**src/rtl/mem_wb_stage.sv**
```systemverilog
// MEM/WB pipeline register: captures load data or the ALU result with its
// destination and control, and feeds the register-file write port and forwarding.
module mem_wb_stage #(
    parameter int DATA_W = 32,
    parameter int REG_AW = 5,
    parameter int CNT_W  = 32
) (
    input  logic              clk,
    input  logic              rst,
    input  logic              stall,
    input  logic              flush,
    input  logic              in_valid,
    input  logic              in_regwrite,
    input  logic              in_memtoreg,
    input  logic [REG_AW-1:0] in_rd,
    input  logic [DATA_W-1:0] in_alu_result,
    input  logic [DATA_W-1:0] mem_dataout,
    output logic              wb_valid,
    output logic              wb_we,
    output logic [REG_AW-1:0] wb_rd,
    output logic [DATA_W-1:0] wb_data,
    output logic [CNT_W-1:0]  retire_cnt,
    output logic [CNT_W-1:0]  load_cnt
);

    logic              valid_reg;
    logic              regwrite_reg;
    logic [REG_AW-1:0] rd_reg;
    logic [DATA_W-1:0] data_reg;
    logic [CNT_W-1:0]  retire_reg;
    logic [CNT_W-1:0]  load_reg;

    // Memory read data is only valid in the cycle its address is presented,
    // so the write-back select is resolved here rather than downstream.
    logic [DATA_W-1:0] data_next;
    assign data_next = in_memtoreg ? mem_dataout : in_alu_result;

    always_ff @(posedge clk) begin
        if (rst) begin
            valid_reg    <= 1'b0;
            regwrite_reg <= 1'b0;
            rd_reg       <= '0;
            data_reg     <= '0;
            retire_reg   <= '0;
            load_reg     <= '0;
        end else if (flush) begin
            // Bubble: counters are left untouched.
            valid_reg    <= 1'b0;
            regwrite_reg <= 1'b0;
            rd_reg       <= '0;
            data_reg     <= '0;
        end else if (!stall) begin
            valid_reg    <= in_valid;
            regwrite_reg <= in_valid & in_regwrite;
            rd_reg       <= in_rd;
            data_reg     <= data_next;
            if (in_valid) begin
                retire_reg <= retire_reg + 1'b1;
            end
            if (in_valid & in_memtoreg) begin
                load_reg <= load_reg + 1'b1;
            end
        end
    end

    // Register 0 is hard-wired zero, so it is never written.
    assign wb_we      = valid_reg & regwrite_reg & (rd_reg != '0);
    assign wb_valid   = valid_reg;
    assign wb_rd      = rd_reg;
    assign wb_data    = data_reg;
    assign retire_cnt = retire_reg;
    assign load_cnt   = load_reg;

endmodule

```
**config.mk**
```make
export PLATFORM = sky130hd
export DESIGN_NAME = mem_wb_stage
export DESIGN_NICKNAME = d
export VERILOG_FILES = /design/src/rtl/mem_wb_stage.sv
export SDC_FILE = /design/constraint.sdc
export NUM_CORES = 1
export LEC_CHECK = 0
export ABC_AREA = 1
export ABC_CLOCK_PERIOD_IN_PS = 2600
export CAP_MARGIN = 5
export CORE_MARGIN = 8
export CORE_UTILIZATION = 51
export CTS_BUF_LIST = sky130_fd_sc_hd__clkbuf_8
export CTS_CLUSTER_DIAMETER = 30
export CTS_CLUSTER_SIZE = 25
export DETAILED_ROUTE_END_ITERATION = 10
export PLACE_DENSITY = 0.88
export RECOVER_POWER = 25
export SLEW_MARGIN = 20
export SYNTH_ARGS = -nofsm -noshare
export SYNTH_HDL_FRONTEND = slang
export SYNTH_SLANG_ARGS = --single-unit
export TNS_END_PERCENT = 20
```
**constraint.sdc**
```tcl
create_clock -name clk -period 2.6 [get_ports clk]
set_clock_uncertainty 0.2 [all_clocks]
set_input_delay 0.39 -clock clk [delete_from_list [all_inputs] [get_ports clk]]
set_output_delay 0.39 -clock clk [all_outputs]
set_load 0.01 [all_outputs]
```
==> summary.md <==
| Metric | Value |
|---|---|
| Outcome | complete, no violations |
| IO Port Bufs | around 180 |
| Final Non-Filler Cells | around 1100 |
| Final core occ | 72.39% |
| Largest net degree at the start of global routing | 48 |
| Fmax | 0.4421 GHz |
| Critical-path top delay cell | dlygate4sd3_1 |
| Setup bufs post-CTS | 0 |
| Clock insertion delay at the later pin of the skew report | approximately 360 ps |
| Maxcap violations | 0 |
| Synth Area in Adders | 0.4662% |
| Worst Path Arrival | around 2300 ps |
| Ant. Diodes | 0 |
| Most common cell after layout, fill and taps aside | nor2_1 |
| Sink Count | between 100 and 150 |
| Die area | approximately 14000 sq um |
| CTS tree | done |
| Register bit total from synthesis | a little over 100 |
| Starting Density | 52.23% |
| Netlist cell types | 27 |
| CP startpoint kind | input port |
| Remaining DRCs | 0 |
| Vias in the first global route | between 5000 and 6000 |
| Hold-fix buffers, CTS | 0 |
| CP peak stage delay | between 600 and 700 ps |
| Global route overflow | 0 |
| CP dominant cell by count | nor2_1 |
| DP Wirelength | 12280 um |
| Crit-path max FO | 7 |
| Total GRT Usage | about 22% |
| Max clock buf depth | 2 |
| DR vias | 5631 |
| Worst Hold Class | register to register |
| Avg Cell Area, Syn | 6.602 sq um |
| Post-Synth Simple-Gate Area | between 30% and 40% |
| Placed cell area | roughly 7300 sq um |
| Iteration-0 DRC Markers | 354 |
| Final net count | 1064 |
| CP endpoint kind | register |
| Sequential share of the synthesized area | between 30% and 40% |
| Worst Setup Slack, final | 338.2 ps |
| Largest family of logic cells by synthesized area | simple AND/OR/NAND/NOR gates |
| WL final | approximately 16000 um |
| # resized after CTS | 0 |
| Leakage | between 3 and 4 nW |
| Setup TNS | 0 ps |
| Fill count | roughly 900 |
| Syn nets | roughly 900 |
| Core Box Area | 10280 sq um |
| Remaining antenna violation count after routing | 0 |
| Compound-Gate Fraction of Synth Area | ~8.7% |
| First-pass GRT wire length | 25800 um |
| Worst setup path class | input port to register |
| Via-to-Cell Ratio | ~5 |
| Dpl cells | between 1000 and 1500 |
| CTS Root Cell | clkbuf_8 |
| Routability Congestion | approximately 0.86 |
| Most frequent cells in the layout | nor2_1 (182), clkdlybuf4s50_1 (173), nand2_1 (149) |
| Post-synthesis mux area share | ~6.7% |
| Dpl ws | 218.5 ps |
| Final period util | between 80% and 90% |
| Worst VDD drop | around 0.00026 V |
| Worst Path Required | approximately 2700 ps |
| CTS buffer count | 9 |
| Max Slew Vio Count | 0 |
| Hold slack | between 200 and 300 ps |
| RSZ-0062 raised after global routing | no |
| Die Ht | around 120 um |
| Clock transition at the registers of the reported paths | 110 ps |
| Area grow syn2layout | 38.60% |
| Core Rows | 37 |
| Router iterations before antenna repair | 7 |
| P per Cell Area | slightly below 400 nW/um^2 |
| Power Total | about 3 mW |
| Relative slew slack | between 40% and 50% |
| Initial antenna violation count | 1 |
| Final instance area | roughly 7400 sq um |
| Fin. Hold Viols | 0 |
| Routed len/inst | between 10 and 15 um |
| Htree depth | 3 |
| Share of layout cells above drive strength 1 | between 6 and 7% |
| Die Wd | about 120 um |
| Synth Area in XOR/XNOR | roughly 1.1% |
| Period minus WS final | between 2000 and 2500 ps |
| Post-synthesis instance total | 813 |
| Final setup fails | 0 |
| Mapped Area | roughly 5400 sq um |
| Ports | roughly 180 |
| Tightest Pin Transition | 772.6 ps |
| Syn. warnings | 0 |
| CP cell instances | dlygate4sd3_1, nor2_1, nand2_1, nor2_1, nand2_2, nor2_4, nand2_1, o21ai_0, nor2_1 |
-- synth_stat cells --
library cell  count  area share, %
nor3_2            1           0.19
nand2_2           2           0.23
buf_4             1           0.14
xnor2_1           3           0.49
nand3_1          58            5.4
o21a_1            3           0.42
nor2_4            3           0.63
nor2_1          179             13
inv_2             1          0.070
nand4_1          19            2.2
mux2_2           32            6.7
a21oi_1          32            3.0
o21ai_0          55            5.1
buf_2             8           0.75
a211oi_1          1           0.14
nand3_2           1           0.19
and3_1            1           0.12
clkbuf_1         13           0.91
xor2_1            4           0.65
nor2_2           11            1.3
nor3b_1           2           0.28
nand2_1         148             10
inv_1           118            8.3
ha_1              2           0.47
dfxtp_1         103             38
nor3_1           10           0.93
buf_1             2           0.14
-- final cells by class --
type                    instances  area, sq um  share of cell area, %
flip-flops and latches        103         2062                  27.72
clock buffers                   9        123.9                  1.665
repair buffers                186         1848                  24.84
clock inverters                 7        48.80                 0.6559
well taps                     136        170.2                  2.287
multi-input cells             567         2740                  36.83
inverters                     119        446.7                  6.004
-- kinds of logic after synthesis --
group	Yosys count
compound gates	91
buf+inv	143
fa+ha+maj	2
flops	103
xor+xnor	7
simple gates	435
mux	32
-- metal layers --
metal,routed length (um),global-route usage [%],vias up
li1,-,-,2907
met1,6675,24.36,2519
met2,7245,36.38,187
met3,1512,9.281,16
met4,232,6.957,2
met5,8,0,-
-- worst max-delay path, delay by kind of cell --
kind | cells | cell delay, ps
AND/OR/NAND/NOR | 7 | 1140
AO/OA/AOI/OAI | 1 | 140
buffers and inverters | 1 | 630
-- report_power, final --
| part | internal (mW) | switching, mW |
|---|---|---|
| clock | 0.349 | 0.572 |
| combinational | 0.216 | 0.154 |
| sequential | 1.60 | 0.0180 |
| total | 2.17 | 0.744 |
-- path summary, 6_finish.rpt --
kind / startpoint / endpoint / slack (ps) / cells past startpoint
max: stall / retire_cnt[14] / 340 / 9
min: regwrite_reg / regwrite_reg / 280 / 2
max reg2reg: retire_cnt[1] / retire_cnt[14] / 640 / 8
min reg2reg: regwrite_reg / regwrite_reg / 280 / 2
No activity file was read; power rests on OpenSTA's default activity.
